[src/rtl/oled_mmio_pkg.sv]
// Shared constants and types for the OLED/LED MMIO controller.
package oled_mmio_pkg;

    localparam logic [7:0] CharBase = 8'h00;
    localparam logic [7:0] LedOff   = 8'h40;
    localparam logic [7:0] CtrlOff  = 8'h44;

    localparam int CHAR_DEPTH    = 64;
    localparam int CtrlStartBit  = 0;
    localparam int CtrlBusyBit   = 0;
    localparam int CtrlFillLsb   = 8;

    typedef enum logic [1:0] {
        IDLE,
        SER,
        CLR
    } state_e;

endpackage

[src/rtl/oled_lane_serializer.sv]
// Turns a latched byte-enable mask into one (lane, byte) per cycle, lowest lane first.
// load_i bypasses the latch so the first lane issues in the same cycle the word arrives.
module oled_lane_serializer (
    input  logic        clk_i,
    input  logic        rst_i,
    input  logic        load_i,
    input  logic [3:0]  be_i,
    input  logic [31:0] data_i,
    output logic        lane_valid_o,
    output logic [1:0]  lane_idx_o,
    output logic [7:0]  lane_byte_o,
    output logic        done_o
);

    logic [3:0]  pend_q, pend_d, src_mask;
    logic [31:0] data_q, data_d, src_data;

    always_comb begin
        src_mask   = load_i ? be_i   : pend_q;
        src_data   = load_i ? data_i : data_q;
        lane_idx_o = 2'd0;
        for (int i = 3; i >= 0; i--) begin
            if (src_mask[i]) lane_idx_o = 2'(i);
        end
        lane_valid_o = |src_mask;
        case (lane_idx_o)
            2'd0:    lane_byte_o = src_data[7:0];
            2'd1:    lane_byte_o = src_data[15:8];
            2'd2:    lane_byte_o = src_data[23:16];
            default: lane_byte_o = src_data[31:24];
        endcase
        pend_d = src_mask;
        if (lane_valid_o) pend_d[lane_idx_o] = 1'b0;
        data_d = src_data;
        done_o = (pend_q == 4'b0000);
    end

    always_ff @(posedge clk_i) begin
        if (rst_i) begin
            pend_q <= 4'b0000;
            data_q <= 32'h0;
        end else begin
            pend_q <= pend_d;
            data_q <= data_d;
        end
    end

endmodule

[src/rtl/oled_mmio_ctrl.sv]
// MMIO slave arbitrating the character-RAM write port between CPU byte writes and a clear engine.
// Define OLED_MMIO_FILL_REG_EN to make the clear fill character software-writable via CTRL[15:8].
module oled_mmio_ctrl
    import oled_mmio_pkg::*;
#(
    parameter logic [7:0] FillChar     = 8'h20,
    parameter bit         ClearOnReset = 1'b1
) (
    input  logic        clk_i,
    input  logic        rst_i,
    input  logic        bus_req_i,
    output logic        bus_gnt_o,
    input  logic        bus_we_i,
    input  logic [3:0]  bus_be_i,
    input  logic [31:0] bus_addr_i,
    input  logic [31:0] bus_wdata_i,
    output logic        bus_rvalid_o,
    output logic [31:0] bus_rdata_o,
    output logic        bus_err_o,
    output logic [7:0]  led_o,
    output logic        char_we_o,
    output logic [5:0]  char_addr_o,
    output logic [7:0]  char_wdata_o
);

    state_e      state_q, state_d;
    logic [6:0]  clr_cnt_q, clr_cnt_d;
    logic [3:0]  word_q, word_d;
    logic [7:0]  led_q, led_d;
    logic        char_we_q, char_we_d;
    logic [5:0]  char_addr_q, char_addr_d;
    logic [7:0]  char_wdata_q, char_wdata_d;
    logic        rvalid_q, rvalid_d;
    logic        err_q, err_d;
    logic [31:0] rdata_q, rdata_d;

    logic [7:0] word_off, fill_val, fill_rd;
    logic       is_char, is_led, is_ctrl, stall, wr, ser_load;
    logic       lane_valid, ser_done;
    logic [1:0] lane_idx;
    logic [7:0] lane_byte;
    logic       unused_addr;

    assign word_off    = {bus_addr_i[7:2], 2'b00};
    assign unused_addr = ^{bus_addr_i[31:8], bus_addr_i[1:0]};
    assign is_char     = (word_off >= CharBase) && (word_off < LedOff);
    assign is_led      = (word_off == LedOff);
    assign is_ctrl     = (word_off == CtrlOff);
    assign stall       = (state_q != IDLE) && bus_we_i && (is_char || is_ctrl);
    assign bus_gnt_o   = bus_req_i && !stall;
    assign wr          = bus_gnt_o && bus_we_i;
    assign ser_load    = wr && is_char && (|bus_be_i) && (state_q == IDLE);

`ifdef OLED_MMIO_FILL_REG_EN
    logic [7:0] fill_q, fill_d;

    assign fill_d   = (wr && is_ctrl && bus_be_i[1]) ? bus_wdata_i[15:8] : fill_q;
    assign fill_val = fill_q;
    assign fill_rd  = fill_q;

    always_ff @(posedge clk_i) begin
        if (rst_i) fill_q <= FillChar;
        else       fill_q <= fill_d;
    end
`else
    assign fill_val = FillChar;
    assign fill_rd  = 8'h00;
`endif

    oled_lane_serializer u_ser (
        .clk_i        (clk_i),
        .rst_i        (rst_i),
        .load_i       (ser_load),
        .be_i         (bus_be_i),
        .data_i       (bus_wdata_i),
        .lane_valid_o (lane_valid),
        .lane_idx_o   (lane_idx),
        .lane_byte_o  (lane_byte),
        .done_o       (ser_done)
    );

    always_comb begin
        state_d      = state_q;
        clr_cnt_d    = clr_cnt_q;
        word_d       = word_q;
        led_d        = led_q;
        char_we_d    = 1'b0;
        char_addr_d  = char_addr_q;
        char_wdata_d = char_wdata_q;
        rvalid_d     = bus_gnt_o;
        err_d        = 1'b0;
        rdata_d      = 32'h0;

        if (bus_gnt_o) begin
            if (!is_char && !is_led && !is_ctrl) begin
                err_d = 1'b1;
            end else if (!bus_we_i && is_led) begin
                rdata_d = {24'h0, led_q};
            end else if (!bus_we_i && is_ctrl) begin
                rdata_d[CtrlFillLsb +: 8] = fill_rd;
                rdata_d[CtrlBusyBit]      = (state_q != IDLE);
            end
        end

        if (wr && is_led && bus_be_i[0]) led_d = bus_wdata_i[7:0];

        // Char outputs are registered, so each pulse is decided one cycle before it appears.
        case (state_q)
            IDLE: begin
                if (ser_load) begin
                    state_d      = SER;
                    word_d       = bus_addr_i[5:2];
                    char_we_d    = lane_valid;
                    char_addr_d  = {bus_addr_i[5:2], lane_idx};
                    char_wdata_d = lane_byte;
                end else if (wr && is_ctrl && bus_be_i[0] && bus_wdata_i[CtrlStartBit]) begin
                    state_d   = CLR;
                    clr_cnt_d = 7'd0;
                end
            end
            SER: begin
                if (ser_done) begin
                    state_d = IDLE;
                end else begin
                    char_we_d    = lane_valid;
                    char_addr_d  = {word_q, lane_idx};
                    char_wdata_d = lane_byte;
                end
            end
            CLR: begin
                if (clr_cnt_q < 7'(CHAR_DEPTH)) begin
                    char_we_d    = 1'b1;
                    char_addr_d  = clr_cnt_q[5:0];
                    char_wdata_d = fill_val;
                    clr_cnt_d    = clr_cnt_q + 7'd1;
                end else begin
                    state_d = IDLE;
                end
            end
            default: state_d = IDLE;
        endcase
    end

    always_ff @(posedge clk_i) begin
        if (rst_i) begin
            state_q      <= ClearOnReset ? CLR : IDLE;
            clr_cnt_q    <= 7'd0;
            word_q       <= 4'd0;
            led_q        <= 8'h00;
            char_we_q    <= 1'b0;
            char_addr_q  <= 6'd0;
            char_wdata_q <= 8'h00;
            rvalid_q     <= 1'b0;
            err_q        <= 1'b0;
            rdata_q      <= 32'h0;
        end else begin
            state_q      <= state_d;
            clr_cnt_q    <= clr_cnt_d;
            word_q       <= word_d;
            led_q        <= led_d;
            char_we_q    <= char_we_d;
            char_addr_q  <= char_addr_d;
            char_wdata_q <= char_wdata_d;
            rvalid_q     <= rvalid_d;
            err_q        <= err_d;
            rdata_q      <= rdata_d;
        end
    end

    assign led_o        = led_q;
    assign char_we_o    = char_we_q;
    assign char_addr_o  = char_addr_q;
    assign char_wdata_o = char_wdata_q;
    assign bus_rvalid_o = rvalid_q;
    assign bus_err_o    = err_q;
    assign bus_rdata_o  = rdata_q;

endmodule

[config.mk]
export PLATFORM = sky130hd
export DESIGN_NAME = oled_mmio_ctrl
export DESIGN_NICKNAME = d
export VERILOG_FILES = /design/src/rtl/oled_mmio_pkg.sv /design/src/rtl/oled_lane_serializer.sv /design/src/rtl/oled_mmio_ctrl.sv
export SDC_FILE = /design/constraint.sdc
export NUM_CORES = 1
export LEC_CHECK = 0
export BUFFER_PORTS_ARGS = -buffer_cell sky130_fd_sc_hd__buf_4
export CAP_MARGIN = 20
export CORE_ASPECT_RATIO = 0.6
export CORE_MARGIN = 2
export CORE_UTILIZATION = 45
export CTS_CLUSTER_SIZE = 40
export DETAILED_ROUTE_END_ITERATION = 8
export PLACE_DENSITY = 0.75
export SYNTH_ARGS = -nofsm -noshare
export SYNTH_HDL_FRONTEND = slang
export SYNTH_SLANG_ARGS = --single-unit
[constraint.sdc]
create_clock -name clk_i -period 2.45 [get_ports clk_i]
set_clock_uncertainty 0.1 [all_clocks]
set_input_delay 0.49 -clock clk_i [delete_from_list [all_inputs] [get_ports clk_i]]
set_output_delay 0.49 -clock clk_i [all_outputs]
set_load 0.05 [all_outputs]
Word-level counts from Yosys, hierarchy flattened --
Cells that the tools add are included.
Storage, ports and cells: flip-flop bits (word level) 106, input port bits 72, output and inout bits 58
Operators by class: add/subtract/negate cells 1, $lt $le $gt $ge 5, eq/ne operators 14, multiplexer cells 34, bitwise operators 4, reductions and logical operators 39
Operator list (count):
- case mux 8 bit (3 select lines) | 2
- two-way mux 32 bit | 1
- two-way mux 8 bit | 3
- two-way mux 7 bit | 3
- logical AND 1 bit | 18
- two-way mux 6 bit | 3
- case mux 6 bit (3 select lines) | 1
- two-way mux 2 bit | 8
- case mux 7 bit (2 select lines) | 1
- == test 6 x 5 -> 1 bit (second input constant) | 2
- OR reduction 4 bit | 3
- != test 2 bit (second input constant) | 5
- greater-or-equal comparator 8 x 1 -> 1 bit (second input constant) | 1
- < comparator 8 x 7 -> 1 bit (second input constant) | 1
- two-way mux 4 bit | 2
- AND reduction 4 bit | 2
- adder 7 x 1 -> 7 bit (second input constant) | 1
- < comparator 7 bit (second input constant) | 1
- two-way mux 1 bit | 7
- case mux 2 bit (3 select lines) | 1
- zero test 1 bit | 5
- bitwise AND 4 bit | 1
- == test 2 x 1 -> 1 bit (second input constant) | 2
- == test 2 bit (second input constant) | 2
- 17 further kinds | 21

Depth between registers and ports, before layout --
Gate-level depths: netlist of the first run.
depth after elaboration 22, mapped depth 9, gate-level depth less buffers 7

Hierarchy --
From an unflattened synthesis of the first run, not the netlist that was laid out.
Second synthesis, totals: cell total of the unflattened synthesis 446, area, all modules 4081.4 um^2
By module, submodules not included:
- oled_mmio_ctrl | times used 1, cells an instance 257, area each 2265.9 um^2, sequential area each 920.9 um^2
- oled_lane_serializer | times used 1, cells an instance 189, area each 1815.5 um^2, sequential area each 720.7 um^2

Least setup slack after synthesis of the first run --
OpenSTA, ideal clock, no wires.
path type input port to flip-flop, start point in bus_addr_i[7], end point reg char_wdata_q[5] (netlist: char_wdata_o[5]), library setup time 0.133 ns, arrival 2.195 ns, slack 0.022 ns, stages on the path 7, path buffers 2, path through or3b_1 buf_6 or3_1 buf_2 mux2_4 a2111oi_4 a211oi_1
On the way: word-level cells in the longest chain between the ends 19, elaborated cells on any way between the ends 27
RTL lines:
- start, declared | line oled_mmio_ctrl.sv:15 | input logic [31:0] bus_addr_i,
- greater-or-equal comparator 8 x 1 -> 1 bit / < comparator 8 x 7 -> 1 bit (equally long branches) | line oled_mmio_ctrl.sv:46 | assign is_char = (word_off >= CharBase) && (word_off < LedOff);
- logical AND 1 bit | line oled_mmio_ctrl.sv:46
- logical OR 1 bit | line oled_mmio_ctrl.sv:49 | assign stall = (state_q != IDLE) && bus_we_i && (is_char || is_ctrl);
- logical AND 1 bit | line oled_mmio_ctrl.sv:49
- zero test 1 bit | line oled_mmio_ctrl.sv:50 | assign bus_gnt_o = bus_req_i && !stall;
- logical AND 1 bit | line oled_mmio_ctrl.sv:50
- logical AND 1 bit | line oled_mmio_ctrl.sv:51 | assign wr = bus_gnt_o && bus_we_i;
- logical AND 1 bit (*) (3 in series) | line oled_mmio_ctrl.sv:52 | assign ser_load = wr && is_char && (|bus_be_i) && (state_q == IDLE);
- two-way mux 4 bit | line oled_lane_serializer.sv:19 | src_mask = load_i ? be_i : pend_q;
- two-way mux 2 bit (4 in series) | line oled_lane_serializer.sv:23 | if (src_mask[i]) lane_idx_o = 2'(i);
- == test 2 bit, or another cell as far along | line oled_lane_serializer.sv:26 | case (lane_idx_o)
- case mux 8 bit (3 select lines) | line oled_lane_serializer.sv:26
- two-way mux 8 bit, on equally long branches | line oled_mmio_ctrl.sv:122, oled_mmio_ctrl.sv:110
- case mux 8 bit (3 select lines) | line oled_mmio_ctrl.sv:108 | case (state_q)
- end signal, assigned | line oled_mmio_ctrl.sv:163 | char_wdata_q <= char_wdata_d;
- end, declared | line oled_mmio_ctrl.sv:32 | logic [7:0] char_wdata_q, char_wdata_d;
Every way passes the cells marked *; elsewhere a longest branch is shown, timed or not. The select of a mux whose other input is x is not followed. A chain may end at the register's enable or synchronous reset.

Worst setup path after layout of the first run --
start point reg state_q[0], end point out bus_gnt_o
On the way: word-level cells in the longest chain between the ends 5
RTL lines:
- start, declared | line oled_mmio_ctrl.sv:26 | state_e state_q, state_d;
- start signal, assigned | line oled_mmio_ctrl.sv:146 | state_q <= ClearOnReset ? CLR : IDLE;
- start signal, assigned | line oled_mmio_ctrl.sv:157 | state_q <= state_d;
- nonzero test 2 bit | line oled_mmio_ctrl.sv:49
- logical AND 1 bit (2 in series) | line oled_mmio_ctrl.sv:49
- zero test 1 bit | line oled_mmio_ctrl.sv:50
- logical AND 1 bit | line oled_mmio_ctrl.sv:50
- end, declared | line oled_mmio_ctrl.sv:12 | output logic bus_gnt_o,
No other way between the ends.

==> results of run 1 <==
==> critical path, cell delays in order (launching register included) <==
cell and delay, ps:
dfxtp_2 360, inv_1 70, ha_1 270, nor3b_1 250, o21ai_2 140, nand2_2 120
inv_1 50, buf_4 180
==> state kept, by name, summed over array words and instances, names as in the netlist <==
register	cells
bus_rdata_o	8
state_q	2
char_wdata_o	8
clr_cnt_q	7
word_q	4
bus_err_o	1
char_we_o	1
u_ser.data_q	32
u_ser.pend_q	4
bus_rvalid_o	1
led_o	8
char_addr_o	6
==> cells in the final DEF, fill, tap and decap left out, types with 11 or more instances in the layout <==
master   netlist  layout
a21oi_1       40      40
a22oi_1       18      18
and2_1        11      11
buf_4         25     128
conb_1         1      25
dfxtp_1       82      80
mux2i_1       24      24
nand2_1       85      84
nor2_1        28      28
==> cells by family after synthesis <==
| logic type | share of synthesized area |
|---|---|
| other | 0.0009107 |
| XOR/XNOR | 0.004255 |
| multiplexers | 0.06199 |
| flip-flops | 0.3987 |
| AND/OR/NAND/NOR | 0.1960 |
| AO/OA/AOI/OAI | 0.2355 |
| adder cells (fa/ha/maj) | 0.01823 |
| buffers and inverters | 0.08447 |
==> final timing paths <==
kind	end	slack, ps	cells past startpoint
worst max-delay path	bus_gnt_o	80	7
worst min-delay path	u_ser.data_q[8]	300	3
worst max register to register	char_wdata_o[6]	170	8
worst min register to register	u_ser.data_q[3]	360	2
==> power breakdown <==
part / total, W / leakage (nW) / internal [W] / switching, W
combinational: 0.000534 / 1.55 / 0.000189 / 0.000346
sequential: 0.00140 / 0.663 / 0.00137 / 0.0000351
clock: 0.00132 / 0.136 / 0.000786 / 0.000537
total: 0.00326 / 2.35 / 0.00234 / 0.000918
==> final cells by class <==
| cell class | count | area, sq um | share of cell area |
|---|---|---|---|
| Tap cell | 112 | 140.1 | 0.02646 |
| Clock buffer | 11 | 232.7 | 0.04395 |
| Clock inverter | 5 | 55.05 | 0.01040 |
| Sequential cell | 82 | 1644 | 0.3105 |
| Inverter | 10 | 37.54 | 0.007089 |
| Timing Repair Buffer | 128 | 960.9 | 0.1815 |
| Multi-Input combinational cell | 363 | 2225 | 0.4201 |
==> Yosys cell counts (2+ instances only) <==
library cell,number
o21ai_0,5
a22oi_1,18
a211o_1,9
inv_1,9
nor3b_1,3
o31ai_1,2
nor4_1,4
nand2_1,85
and2_1,11
buf_4,25
o22a_1,6
dfxtp_1,82
a211oi_1,9
o21a_1,2
nand4_1,6
or3_1,2
a21o_1,7
buf_1,3
o211a_1,8
ha_1,6
nor2b_1,4
a21oi_1,40
mux2i_1,24
o211ai_1,8
a31oi_1,5
nor3_1,6
nor2_1,28
a22o_1,2
nand2b_1,3
nand3_1,9
clkbuf_1,16
buf_2,8
==> per-layer routing <==
metal  wire (microns)  global-route usage  vias up
met3              994             0.07839       12
met5                0                   0        -
met4               87             0.06044        0
met1             5975              0.3672     1895
met2             4993              0.3497      159
li1                 -                   -     1901
==> metrics by stage <==
| step | util | power [W] | std cells |
|---|---|---|---|
| after global routing | 0.6096 | 0.003376 | 711 |
| after global placement | 0.5755 | 0.001942 | 695 |
| after floorplan | - | 0.001777 | 508 |
| after detailed placement | 0.5755 | 0.001955 | 695 |
| final | 0.6096 | 0.003261 | 711 |
| after CTS | 0.6088 | 0.003268 | 711 |
==> timing repair <==
item | CTS | global route
hold buffers | 0 | 0
pin swaps | 0 | 1
gates resized for setup | 2 | 3
endpoints found under the setup margin | 1 | 1
==> impl_metrics.py, run 1 <==
metrics = {
    "run_status": {
        "status": "finished clean",
    },
    "finish": {
        "fill_cells": 775,
        "stdcell_area_sq_mm": 0.005295,
        "syn2layout_area_growth_pct": 28.59,
        "drive_gt1_frac": 0.2604,
        "nets": 672,
        "antenna-diode-count": 0,
    },
    "synth": {
        "syn-cell-area_sq_mm": 0.004118,
        "synth_warnings": 0,
        "synth_ff_type": "dfxtp_1",
        "async_flop_share": 0,
        "synth_largest_area_cell": "dfxtp_1",
        "ys_types": 61,
        "ys_top_cells_by_area": "dfxtp_1 (40%), nand2_1 (7.7%), mux2i_1 (5.8%)",
        "synth_edf_count": 0,
        "ys_seq_area_frac": 0.3987,
        "syn_area_per_cell_sq_um": 8.508,
        "synthCells": 484,
        "synth-seq-cells": 82,
        "synth_top_area_share": 0.3987,
    },
    "timing": {
        "worst_slew_pin_slew_ps": 524.2,
        "drv_slew": 0,
        "setup_viol": 0,
        "fin_ws_ps": 77.31,
        "min_period_ps": 2373,
        "max_freq_mhz": 421.5,
        "hold_ws_ps": 302.0,
        "finalSetupTns_ps": 0,
        "finalHoldViolCount": 0,
        "finalCritPeriodShare": 0.9684,
        "max_slew_margin": 0.6456,
    },
    "detailed_routing": {
        "drtPass1Iterations": 5,
        "drc_errors": 0,
        "drt_iter0_markers": 314,
        "vias": 3967,
        "postRouteAntennaNets": 0,
        "vias_per_cell": 5.579,
        "wire_per_inst_microns": 16.95,
        "routed_wl_mm": 12.05,
    },
    "worst_setup_path": {
        "r2r_start": "state_q[0]",
        "cp.arrival_ps": 1780,
        "endpoint_kind": "output port",
        "worst_setup_path_start_kind": "flip-flop",
        "cp_max_fo": 5,
        "cp-startpoint": "state_q[0]",
        "crit_type": "flip-flop to output port",
        "worstPathRequired_ps": 1860,
    },
    "pwr": {
        "powerDensity_mw_per_mm2": 615.9,
        "ir_drop_v": 0.0003745,
        "p_leak_nw": 2.353,
    },
    "clock_tree": {
        "root_buffer": "clkbuf_16",
        "clk_pin_slew_ps": 60,
        "cts_tree": "done",
        "cts_sinks": 82,
        "cts_setup_buffers": 0,
        "cts_buffers": 9,
        "clock_latency_ps": 340,
        "htreeDepth": 3,
        "clk_path_buf_depth": 2,
    },
    "placed_design": {
        "post-place-ws_ps": -116.0,
        "dp_hpwl_mm": 8.898,
        "port_buffers": 79,
        "placed_cell_area_sq_mm": 0.004999,
        "gp_congestion": 0.9415,
    },
    "floorplan": {
        "initial_core_util": 0.4741,
        "top_level_ports": 130,
        "dieArea_sq_mm": 0.009957,
        "num_rows": 26,
        "die_y_microns": 78.10,
        "core_sq_mm": 0.008686,
        "fp.dieW_microns": 127.5,
    },
    "worst_hold_path": {
        "hp-start": "bus_wdata_i[8]",
        "hold_path_class": "primary input to flip-flop",
    },
    "global_routing": {
        "grt_pass1_wl_mm": 19.29,
        "grt.total_usage": 0.2487,
        "grt.overflow.total": 0,
        "antenna_found_initial": 0,
        "grt_pass1_vias": 3798,
        "grt_max_degree": 41,
    },
    "run": {
        "drv_cap": 0,
    },
}
No activity file was read; power rests on OpenSTA's default activity.
==> run 2, diff against run 1 <==
--- a/config.mk
+++ b/config.mk
@@ -5,6 +5,7 @@
 export SDC_FILE = /design/constraint.sdc
 export NUM_CORES = 1
 export LEC_CHECK = 0
+export ABC_CLOCK_PERIOD_IN_PS = 2450
 export BUFFER_PORTS_ARGS = -buffer_cell sky130_fd_sc_hd__buf_4
 export CAP_MARGIN = 20
 export CORE_ASPECT_RATIO = 0.6
@@ -13,6 +14,7 @@
 export CTS_CLUSTER_SIZE = 40
 export DETAILED_ROUTE_END_ITERATION = 8
 export PLACE_DENSITY = 0.75
+export RECOVER_POWER = 100
 export SYNTH_ARGS = -nofsm -noshare
 export SYNTH_HDL_FRONTEND = slang
 export SYNTH_SLANG_ARGS = --single-unit
==> run 2 against run 1 <==
Effect of this change: flip-flop and latch count unchanged; die area unchanged; critical path depth unchanged; sequential power about the same; final cell count unchanged; sequential share of layout area increased by 0.74 points; hold slack improved by 0.77 ps; clock power about the same; fmax about the same; register-to-register slack about the same; routed wire length increased by 0.30%; combinational power decreased by 3%; critical endpoint unchanged; largest power group unchanged.
==> impl_metrics.py, run 2 (synthesis results as in run 1) <==
metrics = {
    "detailed_routing": {
        "vias": 3995,
        "postRouteAntennaNets": 0,
        "wire_per_inst_microns": 17.00,
        "drc_errors": 0,
        "drtPass1Iterations": 5,
        "routed_wl_mm": 12.09,
        "drt_iter0_markers": 337,
        "vias_per_cell": 5.619,
    },
    "floorplan": {
        "dieArea_sq_mm": 0.009957,
        "num_rows": 26,
        "core_sq_mm": 0.008686,
        "top_level_ports": 130,
        "die_y_microns": 78.10,
        "fp.dieW_microns": 127.5,
        "initial_core_util": 0.4741,
    },
    "run_status": {
        "status": "finished clean",
    },
    "global_routing": {
        "grt_pass1_vias": 3798,
        "grt.total_usage": 0.2487,
        "grt_pass1_wl_mm": 19.29,
        "antenna_found_initial": 0,
        "grt.overflow.total": 0,
        "grt_max_degree": 41,
    },
    "timing": {
        "drv_slew": 0,
        "finalHoldViolCount": 0,
        "max_slew_margin": 0.5907,
        "setup_viol": 0,
        "hold_ws_ps": 302.8,
        "finalCritPeriodShare": 0.9691,
        "max_freq_mhz": 421.2,
        "min_period_ps": 2374,
        "worst_slew_pin_slew_ps": 616.6,
    },
    "clock_tree": {
        "cts_tree": "done",
        "htreeDepth": 3,
        "cts_setup_buffers": 0,
        "clock_latency_ps": 340,
        "clk_path_buf_depth": 2,
        "clk_pin_slew_ps": 60,
        "root_buffer": "clkbuf_16",
        "cts_sinks": 82,
        "cts_buffers": 9,
        "holdBufCountCts": 0,
    },
    "worst_setup_path": {
        "worstPathRequired_ps": 1860,
        "worst_setup_path_start_kind": "flip-flop",
        "endpoint_kind": "output port",
        "cp.arrival_ps": 1780,
        "cp_max_fo": 5,
        "crit_type": "flip-flop to output port",
    },
    "placed_design": {
        "dp_hpwl_mm": 8.898,
        "port_buffers": 79,
        "gp_congestion": 0.9415,
    },
    "finish": {
        "largest_reg_flops": 32,
        "layout_common_cells": "buf_4 (95), nand2_1 (84), dfxtp_1 (80)",
        "largest-register": "u_ser.data_q",
        "nets": 672,
        "multi_input_comb_area_sq_mm": 0.002225,
        "syn2layout_area_growth_pct": 25.58,
        "drive_gt1_frac": 0.2053,
        "layout_commonest_cell": "buf_4",
        "antenna-diode-count": 0,
        "seqCellArea_sq_mm": 0.001644,
        "fill_cells": 802,
    },
    "run": {
        "drv_cap": 0,
    },
    "pwr": {
        "total_power_w": 0.003245,
        "powerDensity_mw_per_mm2": 627.6,
        "p_leak_nw": 2.214,
        "ir_drop_v": 0.0003730,
    },
    "worst_hold_path": {
        "hold_path_class": "primary input to flip-flop",
    },
}
==> run 2: where the power goes <==
part	switching [W]	internal, W	total, W
registers	0.0000343	0.00137	0.00140
logic	0.000345	0.000174	0.000519
clock network	0.000537	0.000786	0.00132
total	0.000917	0.00233	0.00325
==> run 2: repair_timing <==
action	CTS	global route
gates resized for setup	2	3
pin swaps	0	1
cloned	0	0
endpoints found under the hold margin	0	0
setup endpoints to repair	1	1
==> run 2: worst paths after layout <==
check                  startpoint              end  slack [ps]  cells past startpoint
setup / recovery       state_q[0]        bus_gnt_o          80                      7
hold / removal     bus_wdata_i[8]  u_ser.data_q[8]         300                      3
setup reg to reg       state_q[0]  char_wdata_o[7]         170                      8
hold reg to reg   u_ser.data_q[3]  u_ser.data_q[3]         360                      2
==> run 2: through the flow <==
step           cells  utilization  TNS, ps  worst slack (ps)  area (sq um)
2_1_floorplan    508            -        0             21.60          4208
3_3_place_gp     695       0.5755   -595.6            -70.47          4999
3_5_place_dp     695       0.5755   -882.5            -116.0          4999
4_1_cts          711       0.6088        0             13.51          5288
5_1_grt          711       0.5954   -32.37            -32.37          5171
6_report         711       0.5954        0             75.58          5171
==> run 2: layout make-up <==
cell class | instances | area share
multi-input combinational | 363 | 0.4302
sequential | 82 | 0.3179
timing repair buffer | 128 | 0.1619
clock buffer | 11 | 0.04500
tap | 112 | 0.02710
clock inverter | 5 | 0.01065
inverter | 10 | 0.007259
==> run 2: layer usage <==
layer  part of all wire  up-vias  global-route usage
li1                   -     1899                   -
met1               0.50     1923              0.3672
met2               0.41      161              0.3497
met3              0.083       12             0.07839
met4             0.0072        0             0.06044
met5                  0        -                   0
==> run 2: critical path, cell delays in order, from the launching register on <==
cell and delay, ps:
dfxtp_2 360, inv_1 70, ha_1 270, nor3b_1 250
o21ai_2 140, nand2_2 120, inv_1 50, buf_4 180
==> run 3, diff against run 2 <==
--- a/config.mk
+++ b/config.mk
@@ -9,11 +9,10 @@
 export BUFFER_PORTS_ARGS = -buffer_cell sky130_fd_sc_hd__buf_4
 export CAP_MARGIN = 20
 export CORE_ASPECT_RATIO = 0.6
-export CORE_MARGIN = 2
 export CORE_UTILIZATION = 45
 export CTS_CLUSTER_SIZE = 40
 export DETAILED_ROUTE_END_ITERATION = 8
-export PLACE_DENSITY = 0.75
+export PLACE_DENSITY = 0.79
 export RECOVER_POWER = 100
 export SYNTH_ARGS = -nofsm -noshare
 export SYNTH_HDL_FRONTEND = slang
==> run 3 against run 2 <==
Effect of this change: the run now ends with design-rule violations left; final cell count rose by 0.42%; largest power group is now the clock network; sequential power about the same; combinational power increased by 1%; clock power is 7% higher; sequential share of layout area fell by 0.23 points.
==> impl_metrics.py, run 3 (synthesis results as in run 1) <==
metrics = {
    "detailed_routing": {
        "wire_per_inst_microns": 16.58,
        "postRouteAntennaNets": 0,
        "drt_iter0_markers": 344,
        "vias": 4043,
        "drc_errors": 5,
        "vias_per_cell": 5.662,
        "routed_wl_mm": 11.84,
        "drtPass1Iterations": 8,
    },
    "finish": {
        "layout_commonest_cell": "buf_4",
        "finalNonFillerCells": 714,
        "largest-register": "u_ser.data_q",
        "stdcell_area_sq_mm": 0.005216,
        "antenna-diode-count": 0,
        "drive_gt1_frac": 0.2043,
        "nets": 675,
        "layout_common_cells": "buf_4 (91), nand2_1 (85), dfxtp_1 (80)",
        "syn2layout_area_growth_pct": 26.68,
        "largest_reg_flops": 32,
    },
    "placed_design": {
        "dp_hpwl_mm": 8.812,
        "placed_cell_area_sq_mm": 0.005004,
        "place_inst": 694,
        "gp_congestion": 0.9543,
        "port_buffers": 79,
    },
    "pwr": {
        "combPwrFrac": 0.158,
        "p_int_w": 0.002356,
        "p_sw_frac": 0.2941,
        "p_clk_frac": 0.423,
        "powerDensity_mw_per_mm2": 639.9,
        "ir_drop_v": 0.0004062,
        "switching_power_w": 0.0009818,
        "p_leak_nw": 2.232,
        "seq_power_share": 0.419,
    },
    "timing": {
        "drv_slew": 0,
        "finalHoldViolCount": 0,
        "finalCritPeriodShare": 0.9823,
        "max_slew_margin": 0.5888,
        "worst_slew_pin_slew_ps": 619.4,
        "setup_viol": 0,
        "max_freq_mhz": 415.5,
        "min_period_ps": 2407,
    },
    "clock_tree": {
        "cts_buffers": 9,
        "clk_path_buf_depth": 2,
        "htreeDepth": 3,
        "cts_tree": "done",
        "clk_pin_slew_ps": 60,
        "holdBufCountCts": 0,
        "clock_latency_ps": 350,
        "root_buffer": "clkbuf_16",
        "cts_sinks": 82,
    },
    "global_routing": {
        "grt.total_usage": 0.2546,
        "grt.overflow.total": 0,
        "grt_pass1_vias": 3791,
        "grt_max_degree": 41,
        "grt_pass1_wl_mm": 19.00,
        "antenna_found_initial": 0,
    },
    "run_status": {
        "status": "finished, violations left",
        "failed_checks": "design-rule violations",
    },
    "floorplan": {
        "fp.dieW_microns": 125.5,
        "dieArea_sq_mm": 0.009550,
        "core_sq_mm": 0.008686,
        "num_rows": 26,
        "top_level_ports": 130,
        "initial_core_util": 0.4741,
        "die_y_microns": 76.10,
    },
    "worst_setup_path": {
        "endpoint_kind": "output port",
        "cp_max_fo": 7,
        "cp.arrival_ps": 1820,
        "crit_type": "flip-flop to output port",
        "worst_setup_path_start_kind": "flip-flop",
        "worstPathRequired_ps": 1860,
    },
    "run": {
        "drv_cap": 0,
    },
    "worst_hold_path": {
        "hold_path_class": "primary input to flip-flop",
    },
}
## run 3: final cells by class
class	count	area [sq um]
fill	774	3470
multi-input combinational	363	2215
sequential	82	1647
timing repair buffer	131	868.3
clock buffer	9	225.2
tap	112	140.1
clock inverter	7	83.83
inverter	10	37.54
## run 3: power groups by stage
stage                     Clock [W]  Sequential (W)  Combinational (W)
final                       0.00141         0.00140           0.000526
after global placement            0         0.00143           0.000515
after global routing        0.00149         0.00140           0.000558
after floorplan                   0         0.00148           0.000298
after CTS                   0.00143         0.00140           0.000528
after detailed placement          0         0.00143           0.000522
## run 3: stage by stage
stage	power (W)	util	setup TNS (ps)	hold WS [ps]	setup slack (ps)
after floorplan	0.001777	-	0	336.0	21.60
after global placement	0.001943	0.5761	-557.5	341.7	-76.02
after detailed placement	0.001952	0.5761	-913.2	347.3	-108.0
final	0.003338	0.6005	0	291.0	43.27
after CTS	0.003359	0.6134	0	286.4	21.10
after global routing	0.003451	0.6005	-32.70	304.8	-32.70
## run 3: worst paths after layout
path,startpoint,endpoint,slack (ps),depth (start not counted)
worst min-delay path,bus_wdata_i[9],u_ser.data_q[9],290,3
worst max-delay path,state_q[0],bus_gnt_o,40,8
worst min register to register,u_ser.data_q[18],u_ser.data_q[18],360,2
worst max register to register,state_q[0],bus_rdata_o[1],150,12
## run 3: metal layers
metal	track usage	wire [microns]	share of wire	up-vias
met5	0	0	0	-
li1	-	-	-	1905
met2	0.3728	4995	0.42	201
met3	0.07654	1301	0.11	20
met1	0.3531	5375	0.45	1917
met4	0.08902	167	0.014	0
## run 3: timing repair
item,CTS,global route
endpoints found under the setup margin,1,1
gates resized for setup,5,3
buffers inserted,1,3
pin swaps,1,1
## run 3: worst max-delay path, cell delays in order, from the launching register on
cell and delay [ps]:
dfxtp_4 370, inv_1 60, ha_2 210, buf_6 150, nor3b_2 160, o21ai_1 100, nand2_1 180, inv_1 70
buf_6 150
